`src/rtl/async_wr_ctrl_lvl.sv`:
```
// Dual-clock FIFO write controller: rd_ptr synchroniser, registered full/afull/fill level, accept strobe.
// Latency: wr_accept is same-cycle; full/count see reads SYNC_STAGES+1 edges late. Backpressure: writes are refused while wr_full.
// Optional sticky wr_overflow port: ASYNC_WR_CTRL_OVERFLOW_EN.
module async_wr_ctrl_lvl #(
  parameter  int DEPTH       = 16,
  parameter  int SYNC_STAGES = 2,
  localparam int AWIDTH      = $clog2(DEPTH)
) (
  input  logic              wr_clk,
  input  logic              rst_n,
  input  logic              wr_en,
  input  logic [AWIDTH:0]   rd_ptr,
  input  logic [AWIDTH:0]   afull_thresh,
  output logic [AWIDTH-1:0] wr_addr,
  output logic [AWIDTH:0]   wr_ptr,
  output logic              wr_accept,
  output logic              wr_full,
  output logic              wr_afull,
  output logic [AWIDTH:0]   wr_count
`ifdef ASYNC_WR_CTRL_OVERFLOW_EN
  ,
  output logic              wr_overflow
`endif
);

  logic [AWIDTH:0] rd_sync_q [SYNC_STAGES];
  logic [AWIDTH:0] rd_sync;
  logic [AWIDTH:0] rd_sync_bin;
  logic [AWIDTH:0] wr_ptr_bin;
  logic [AWIDTH:0] bin_next;
  logic [AWIDTH:0] level_next;

  // Plain flop chain: no logic between stages so each Gray bit resolves independently.
  always_ff @(posedge wr_clk or negedge rst_n) begin
    if (!rst_n) begin
      for (int i = 0; i < SYNC_STAGES; i++) rd_sync_q[i] <= '0;
    end else begin
      rd_sync_q[0] <= rd_ptr;
      for (int i = 1; i < SYNC_STAGES; i++) rd_sync_q[i] <= rd_sync_q[i-1];
    end
  end

  assign rd_sync = rd_sync_q[SYNC_STAGES-1];

  always_comb begin
    rd_sync_bin = '0;
    for (int i = 0; i <= AWIDTH; i++) rd_sync_bin[i] = ^(rd_sync >> i);
  end

  assign wr_accept  = wr_en & ~wr_full;
  assign bin_next   = wr_ptr_bin + (AWIDTH+1)'(wr_accept);
  assign level_next = bin_next - rd_sync_bin;
  assign wr_addr    = wr_ptr_bin[AWIDTH-1:0];

  // Flags look at bin_next so full rises on the edge that takes the last free slot.
  always_ff @(posedge wr_clk or negedge rst_n) begin
    if (!rst_n) begin
      wr_ptr_bin <= '0;
      wr_ptr     <= '0;
      wr_full    <= 1'b0;
      wr_afull   <= 1'b0;
      wr_count   <= '0;
    end else begin
      wr_ptr_bin <= bin_next;
      wr_ptr     <= bin_next ^ (bin_next >> 1);
      wr_full    <= (bin_next == {~rd_sync_bin[AWIDTH], rd_sync_bin[AWIDTH-1:0]});
      wr_afull   <= (level_next >= afull_thresh);
      wr_count   <= level_next;
    end
  end

`ifdef ASYNC_WR_CTRL_OVERFLOW_EN
  always_ff @(posedge wr_clk or negedge rst_n) begin
    if (!rst_n) wr_overflow <= 1'b0;
    else        wr_overflow <= wr_overflow | (wr_en & wr_full);
  end
`endif

endmodule

```
`config.mk`:
```
export PLATFORM = sky130hd
export DESIGN_NAME = async_wr_ctrl_lvl
export DESIGN_NICKNAME = d
export VERILOG_FILES = /design/src/rtl/async_wr_ctrl_lvl.sv
export SDC_FILE = /design/constraint.sdc
export NUM_CORES = 1
export LEC_CHECK = 0
export CORE_ASPECT_RATIO = 0.75
export CORE_MARGIN = 3
export CORE_UTILIZATION = 47
export DETAILED_ROUTE_END_ITERATION = 8
export PLACE_DENSITY = 0.78
export SLEW_MARGIN = 15
export SYNTH_ARGS = -nofsm -noshare
export SYNTH_HDL_FRONTEND = slang
export SYNTH_SLANG_ARGS = --single-unit
```
`constraint.sdc`:
```
create_clock -name wr_clk -period 3.3 [get_ports wr_clk]
set_input_delay 0.33 -clock wr_clk [delete_from_list [all_inputs] [get_ports wr_clk]]
set_output_delay 0.33 -clock wr_clk [all_outputs]
set_load 0.03 [all_outputs]
```
==> metrics.md <==
| Metric | Value |
|---|---|
| Drt via density | 4.54 |
| RSZ-0062 raised after global routing | no |
| Fin crit period | 3.08 ns |
| Critical Path RT | 3.51 ns |
| Total wire length | ~1600 um |
| Combinational Power Share | between 60% and 70% |
| Die H | between 40 and 50 um |
| HP Class | input pin to asynchronous set/reset pin |
| CP Capture Type | register |
| Sink Count | 26 |
| Vias in the first global route | ~700 |
| H-Tree Depth | 1 |
| Status | complete, but fails checks |
| Footprint of the multi-input gates | between 400 and 500 um2 |
| P_int | 0.995 mW |
| Crit path kind | register to register |
| Netlist cell types | 19 |
| Routability Congestion | 0.809 |
| Final Instance Area | ~0.0015 mm2 |
| Clock network power share | under 10% |
| TritonRoute pass-1 iters | 2 |
| Core area | about 0.0021 mm2 |
| Leakage | between 0.7 and 0.8 nW |
| Switching share of total power | between 40% and 50% |
| Post-DRT Antenna Nets | 0 |
| Layout cell share with drive strength beyond 1 | under 10% |
| Max-Cap Viols | 0 |
| Final-report hold violation count | 26 |
| Starting Density | 52.7% |
| Switching Power | 0.720 mW |
| Die ar. | between 0.003 and 0.004 mm2 |
| Slew Limit Fails | 0 |
| Initial drt markers | 20 |
| GRT Util Overall | between 10% and 20% |
| CTS Hold Buffers Added | 0 |
| Maximum vdd drop | between 0.0006 and 0.0007 V |
| Final worst path period share | 93.3% |
| Die Wd | roughly 63 um |
| Clk_skew | between 0.004 and 0.005 ns |
| Yosys reg bits | 26 |
| Final setup TNS | 0 ns |
| PortBufs | 29 |
| Worst slew pin tran | around 0.54 ns |
| Max frequency | roughly 320 MHz |
| Slew margin rel. | 64.2% |
| Postcts setup bufs | 0 |
| Drt wl/cell | roughly 11 um |
| Avg Cell Area, Syn | roughly 14 um2 |
| CTS tree | done |
| Crit Path Max Fanout | 3 |
| Most frequent cells in the layout | clkdlybuf4s50_1, dfrtp_1, inv_1 |
| First-pass GRT wire length | ~3000 um |
| Commonest non-fill, non-tap cell in the layout | clkdlybuf4s50_1 |
| Clock slew at reported path FFs | about 0.12 ns |
| # setup viols final | 0 |
| Non-Filler Instances | around 150 |
| Post-synthesis sequential area ratio | between 50 and 60% |
| Layout Nets | ~140 |
| Sequential Power Share | 28.2% |
| Worst EP arrival | between 3 and 4 ns |
| Sequential cell area | 651 um2 |
| CTS Buf Count | 3 |
| CTS resizes | 0 |
| Synth-to-layout area growth | 32.2% |
| # DRC | 0 |
| Worst setup path startpoint | rd_sync[4] |
| Post-Syn Instances | 83 |
| Pwr/cell area | 1150 mW/mm2 |
| Std cell rows | 14 |
| HPWL Detailed | 1360 um |
| Post-Syn Nets | around 110 |
| Failing checks | hold timing |
| Fin Hold WS | -0.0199 ns |
| Filler cell count | about 180 |
| # diodes | 0 |
| Largest net degree at the start of global routing | 27 |
| GR Overflow Total | 0 |
| IO Pins | 30 |
| Root Driver | clkbuf_4 |
| Initial antenna violation count | 0 |
| Mapped Area | about 0.0011 mm2 |
| Clock Tree Buf Depth | 2 |
| Clock insertion delay at the later pin of the skew report | slightly above 0.3 ns |
| Reg2reg start | rd_sync[4] |
| Placed Area | approximately 0.0015 mm2 |
| Synth warn | 0 |
| Crit path launch type | register |
| Placed Cells | 146 |
| DR vias | 677 |
-- final timing paths --
kind                            cells past startpoint          end  slack [ns]
min in group wr_clk                                 0   rd_sync[4]        0.36
max in group asynchronous                           1  wr_count[3]        2.96
worst max register to register                     11     wr_afull        0.22
worst max-delay path                               11     wr_afull        0.22
worst min register to register                      0   rd_sync[4]        0.36
worst min-delay path                                1    wr_ptr[0]       -0.02
-- cells by family after synthesis --
group	share of synthesized area, %
AOI/OAI and AO/OA	4.67
xor gates and xnor gates	15.2
adders and majority gates	14.0
buffers and inverters	4.00
DFF	57.8
and+or+nand+nor	4.33
-- final cells by class --
| type | count | area share [%] |
|---|---|---|
| tap | 32 | 2.69 |
| timing repair buffer | 31 | 20.2 |
| inverter | 12 | 3.03 |
| multi-input combinational | 45 | 28.9 |
| clock buffer | 3 | 1.51 |
| sequential | 26 | 43.7 |
-- sequential cells by signal, indices dropped and copies added (netlist names) --
register,cells
wr_afull,1
wr_full,1
rd_sync_q,5
wr_ptr_bin,4
rd_sync,5
wr_ptr,5
wr_count,5
-- through the flow --
step	power (mW)	setup WS (ns)	utilization, %
2_1_floorplan	1.24	0.0976	-
3_3_place_gp	1.59	0.153	68.9
3_5_place_dp	1.62	0.0892	68.9
4_1_cts	1.74	0.198	69.9
5_1_grt	1.86	0.0754	69.7
6_report	1.71	0.220	69.7
-- synth_stat cells --
master / number / area [um2]
a21o_1: 4 / 30.0
a21oi_1: 1 / 5.00
a221oi_1: 1 / 8.76
and2_1: 1 / 6.26
dfrtp_1: 26 / 651
fa_1: 1 / 20.0
ha_1: 11 / 138
inv_1: 12 / 45.0
nand2_1: 2 / 7.51
nand2b_1: 1 / 6.26
nand3_1: 1 / 5.00
nand4_1: 1 / 6.26
nor2b_1: 2 / 12.5
nor3_1: 1 / 5.00
o21ai_2: 1 / 8.76
xnor2_1: 10 / 87.6
xnor2_2: 1 / 16.3
xnor3_2: 1 / 23.8
xor2_1: 5 / 43.8
-- routing by layer --
layer | GRT usage (%) | vias to the layer above | share of wire [%]
met2 | 20.4 | 25 | 44
met3 | 5.56 | 4 | 8.5
li1 | - | 330 | -
met4 | 7.69 | 0 | 2.8
met1 | 14.5 | 318 | 44
met5 | 0 | - | 0
-- power groups by stage --
stage	Clock (mW)	Combinational (mW)	Sequential (mW)
after floorplan	0	0.550	0.690
after global placement	0	1.10	0.489
after detailed placement	0	1.12	0.492
after CTS	0.130	1.13	0.485
after global routing	0.148	1.22	0.496
final	0.122	1.11	0.483
-- critical path: stages, from the launching register on --
cell     delay [ns]
dfrtp_1        0.41
xnor3_2        0.49
xor2_1         0.29
xnor2_1        0.12
ha_1           0.22
fa_1           0.48
inv_1          0.05
ha_1           0.26
a21o_1         0.16
a21o_1         0.17
a21o_1         0.16
a21o_1         0.16
Note: power is estimated with default switching activity, not from simulation.
==> edit 1 (config.mk and constraints unchanged) <==
Add a define of `ASYNC_WR_CTRL_OVERFLOW_EN`.
--- a/src/rtl/async_wr_ctrl_lvl.sv
+++ b/src/rtl/async_wr_ctrl_lvl.sv
@@ -1,6 +1,8 @@
 // Dual-clock FIFO write controller: rd_ptr synchroniser, registered full/afull/fill level, accept strobe.
 // Latency: wr_accept is same-cycle; full/count see reads SYNC_STAGES+1 edges late. Backpressure: writes are refused while wr_full.
 // Optional sticky wr_overflow port: ASYNC_WR_CTRL_OVERFLOW_EN.
+`define ASYNC_WR_CTRL_OVERFLOW_EN
+
 module async_wr_ctrl_lvl #(
   parameter  int DEPTH       = 16,
   parameter  int SYNC_STAGES = 2,
Formal check against the unedited RTL (old outputs only; new: wr_overflow): equivalent (Yosys induction, for registers that start in step).
==> edit 1 against the original RTL <==
Wire length grew 10%; the run now ends clean; critical path depth unchanged; global-route usage grew 0.19 points; cell area grew 4.5%; sequential power rose by 5.0%; sequential cell count increased by 1; total power grew 5.1%; worst hold slack better by 0.38 ns; worst setup slack improved by 0.0022 ns; count of clock-buffer cells in the layout is 1 higher; cell count grew 4.0%; synthesized area increased by 2.9%; fmax about the same; via count up 2.4%.
==> edit 1: results (changes against the original RTL) <==
rrSetupSlack_ns: 0.22
cts_root_buffer: "clkbuf_4"
clkLatencyLatePin_ns: 0.31  # about the same
buffer_ports.inserted: 30  # +3.4%
synth_compound_area_frac: 0.0518  # +0.00517
vdd_drop_max_mv: 0.537  # -13%
min_path_type: "flip-flop to flip-flop"
yosysWarnings: 0  # unchanged
synthTopCellsByCount: "dfrtp_1 (27), inv_1 (12), ha_1 (11)"
use_met1: 0.170  # +0.0242
met3_length_um: 147  # +5.8%
met1_length_um: 837  # +15%
grt_util_met3: 0.0530  # -0.00256
route.met2.wl_um: 806  # +12%
ys_seq_area_frac: 0.583  # +0.00538
grt_pass1_vias: 705  # +1.3%
post_drt_wl_per_cell_um: 11.6  # +5.9%
crit_arrival_ns: 3.30  # about the same
p_leak_uw: 0.000748  # +4.6%
synth_xor_area_frac: 0.148  # -0.00427
place.gp.congestion: 0.777  # -3.9%
drive_gt1_frac: 0.0813  # +0.00438
via_per_inst: 4.47  # -1.6%
synth-adder-area-share: 0.136  # -0.00393
ys_top_cells_by_area: "dfrtp_1 (58%), ha_1 (12%), xnor2_1 (7.6%)"
grt_use_total: 0.131  # +0.00192
nNetsFinal: 149  # +3.5%
status: "complete, no violations"
dr.pass1.iters: 2  # unchanged
diodes: 0  # unchanged
ys_types: 19  # unchanged
synthMuxAreaShare: 0  # unchanged
drt_iter0_drc: 5  # -75%
clock_skew_ns: 0.00304  # -0.00170 ns
dp_hpwl_um: 1430  # +5.9%
grtUsageMet2: 0.210  # +0.00617
grt_pass1_wl_um: 3200  # +9.4%
worst-slew-pin-transition_ns: 0.373  # -0.164 ns
synth.net_count: 110  # +1.9%
grt_max_degree: 28  # +3.7%
edit 1: per-stage QoR:
stage | total power [uW] | cell area, sq um | setup slack (ns) | hold WS [ns] | instances
after floorplan | 1280 | 1160 | 0.0862 | 0.0344 | 85
after global placement | 1660 | 1530 | 0.221 | 0.333 | 151
after detailed placement | 1690 | 1530 | 0.180 | 0.337 | 151
after CTS | 1830 | 1560 | 0.205 | 0.367 | 155
after global routing | 1960 | 1560 | 0.0628 | 0.372 | 155
final | 1800 | 1560 | 0.222 | 0.364 | 155
edit 1: area by class of cell:
| type | count | area (sq um) |
|---|---|---|
| Timing Repair Buffer | 34 | 330 |
| Fill cell | 171 | 617 |
| Sequential cell | 27 | 676 |
| Multi-Input combinational cell | 46 | 438 |
| Tap cell | 32 | 40.0 |
| Clock buffer | 4 | 26.3 |
| Inverter | 12 | 45.0 |
edit 1: worst max-delay path, stage by stage, from the launching register on:
cell and delay (ns):
dfrtp_1 0.41, xnor3_2 0.49, xor2_1 0.28, xnor2_1 0.11, ha_1 0.22, fa_1 0.48
inv_1 0.05, ha_1 0.27, a21o_1 0.17, a21o_1 0.17, a21o_1 0.16, a21o_1 0.16
edit 1: path summary, 6_finish.rpt:
| check | start | end | depth (start not counted) |
|---|---|---|---|
| setup / recovery | rd_sync[4] | wr_afull | 11 |
| min in group asynchronous | rst_n | wr_count[1] | 2 |
| hold / removal | rd_sync_q[5] | rd_sync[0] | 0 |
| max in group asynchronous | rst_n | rd_sync[4] | 2 |
| hold reg to reg | rd_sync_q[5] | rd_sync[0] | 0 |
| setup reg to reg | rd_sync[4] | wr_afull | 11 |
edit 1: where the power goes:
group / internal [uW] / switching, uW
registers: 455 / 52.0
clock network: 47.3 / 85.7
logic: 542 / 621
==> edit 2 (same settings) <==
Made on the original files. Add an input register stage for `afull_thresh`, with the module's reset; this delays it by one clock. The other inputs are not delayed to match.
--- a/src/rtl/async_wr_ctrl_lvl.sv
+++ b/src/rtl/async_wr_ctrl_lvl.sv
@@ -22,6 +22,16 @@
   output logic              wr_overflow
 `endif
 );
+
+  logic [AWIDTH:0] afull_thresh_q;
+
+  always_ff @(posedge wr_clk or negedge rst_n) begin
+    if (!rst_n) begin
+      afull_thresh_q <= '0;
+    end else begin
+      afull_thresh_q <= afull_thresh;
+    end
+  end
 
   logic [AWIDTH:0] rd_sync_q [SYNC_STAGES];
   logic [AWIDTH:0] rd_sync;
@@ -64,7 +74,7 @@
       wr_ptr_bin <= bin_next;
       wr_ptr     <= bin_next ^ (bin_next >> 1);
       wr_full    <= (bin_next == {~rd_sync_bin[AWIDTH], rd_sync_bin[AWIDTH-1:0]});
-      wr_afull   <= (level_next >= afull_thresh);
+      wr_afull   <= (level_next >= afull_thresh_q);
       wr_count   <= level_next;
     end
   end
Formal check against the unedited RTL: not equivalent (Yosys sat finds a counterexample within 4 cycles, from zero or initial values and one cycle with rst_n low).
==> edit 2 against the original RTL <==
Total power is 10% higher; clock power rose by 72%; cell area increased by 12%; cell count is 8.1% higher; count of clock-buffer cells in the layout grew 3; wire length is 15% higher; synthesized area grew 11%; sequential share of layout area is 2.7 points higher; utilization decreased by 0.68 points; worst setup slack gained 0.0081 ns; sequential cell count rose by 5; non-clock buffer count grew 1; critical path depth unchanged; largest cell class unchanged.
==> edit 2: results (changes against the original RTL) <==
status: "complete, no violations"
synthTopCellsByCount: "dfrtp_1 (31), inv_1 (12), ha_1 (11)"
ys_seq_area_frac: 0.620  # +0.0422
diodes: 0  # unchanged
grt_pass1_wl_um: 3470  # +19%
cts_resized: 0  # unchanged
dp_slack_ns: 0.0865  # -0.00266 ns
post_drt_wl_per_cell_um: 11.7  # +6.7%
clock_skew_ns: 0.00747  # +0.00273 ns
buffer_ports.inserted: 29  # unchanged
p_leak_uw: 0.000800  # +12%
ys_async_sr_fraction: 1.00  # unchanged
vias: 747  # +10%
dr.pass1.iters: 4  # +2
min_path_type: "flip-flop to flip-flop"
ys_top_cells_by_area: "dfrtp_1 (62%), ha_1 (11%), xnor2_1 (7.0%)"
place.gp.congestion: 0.898  # +11%
period_minus_slack_ns: 3.07  # -0.00807 ns
nNetsFinal: 152  # +5.6%
cts_root_buffer: "clkbuf_4"
grt_max_degree: 32  # +19%
synth.net_count: 113  # +4.6%
drive_gt1_frac: 0.110  # +0.0333
antenna_found_initial: 0  # unchanged
dp_hpwl_um: 1460  # +7.8%
post_cts_buffers: 0  # unchanged
crit_arrival_ns: 3.28  # about the same
cts_buffers: 5  # +2
ys_types: 19  # unchanged
drt_iter0_drc: 13  # -35%
critical_path_peak_fanout: 3  # unchanged
clkLatencyLatePin_ns: 0.31  # about the same
clk_pin_slew_worst_paths_ns: 0.08  # -0.04 ns
yosysWarnings: 0  # unchanged
grt_use_total: 0.143  # +0.0140
cts.path.max_buffers: 2  # unchanged
grt_pass1_vias: 811  # +17%
fill_cells: 183  # +3.4%
htreeDepth: 2  # +1
maxSlewHeadroom: 0.756  # +0.114
ys.flop_type: "dfrtp_1"
vdd_drop_max_mv: 0.583  # -5.2%
[edit 2: metrics by stage]
step	area, sq um	hold slack, ns	std cells
after floorplan	1250	0.0344	88
after global placement	1610	0.331	154
after detailed placement	1610	0.336	154
after CTS	1660	0.355	161
after global routing	1670	0.359	161
final	1670	0.352	161
[edit 2: worst paths after layout]
path                              startpoint           end  slack [ns]  depth (start not counted)
worst max-delay path              rd_sync[4]      wr_afull        0.23                         11
worst min-delay path            rd_sync_q[6]    rd_sync[1]        0.35                          0
worst max register to register    rd_sync[4]      wr_afull        0.23                         11
worst min register to register  rd_sync_q[6]    rd_sync[1]        0.35                          0
max in group asynchronous              rst_n  rd_sync_q[5]        2.62                          2
min in group asynchronous              rst_n   wr_count[1]        0.40                          2
[edit 2: cell type report]
class | count | area share
sequential | 31 | 0.464
tap | 34 | 0.0255
inverter | 12 | 0.0270
clock buffer | 6 | 0.0307
timing repair buffer | 32 | 0.187
clock inverter | 1 | 0.00300
multi-input combinational | 45 | 0.262
[edit 2: worst max-delay path, cell delays in order (launching register included)]
cell and delay [ns]:
dfrtp_1 0.41, xnor3_2 0.51, xor2_2 0.19, xnor2_1 0.15, ha_1 0.23, fa_1 0.49
inv_1 0.06, ha_1 0.26, a21o_1 0.16, a21o_1 0.17, a21o_1 0.17, a21o_1 0.17
[edit 2: power breakdown]
group	switching, uW	leakage (uW)	internal (uW)
clock network	112	0.0000341	98.5
registers	51.4	0.000365	501
logic	605	0.000401	518
total	768	0.000800	1120
[edit 2: kinds of logic after synthesis]
kind of cell               after synthesis  share of synthesized area
DFF                                     31                      0.620
adders and majority gates               12                      0.126
buffers and inverters                   12                     0.0360
xor gates and xnor gates                17                      0.137
AOI/OAI and AO/OA                        7                     0.0420
and+or+nand+nor                          9                     0.0390
[edit 2: routing by layer]
layer,vias to the layer above,GRT usage,share of wire
li1,354,-,-
met1,359,0.170,0.42
met2,31,0.229,0.47
met3,3,0.0716,0.095
met4,0,0.0414,0.0090
met5,-,0,0
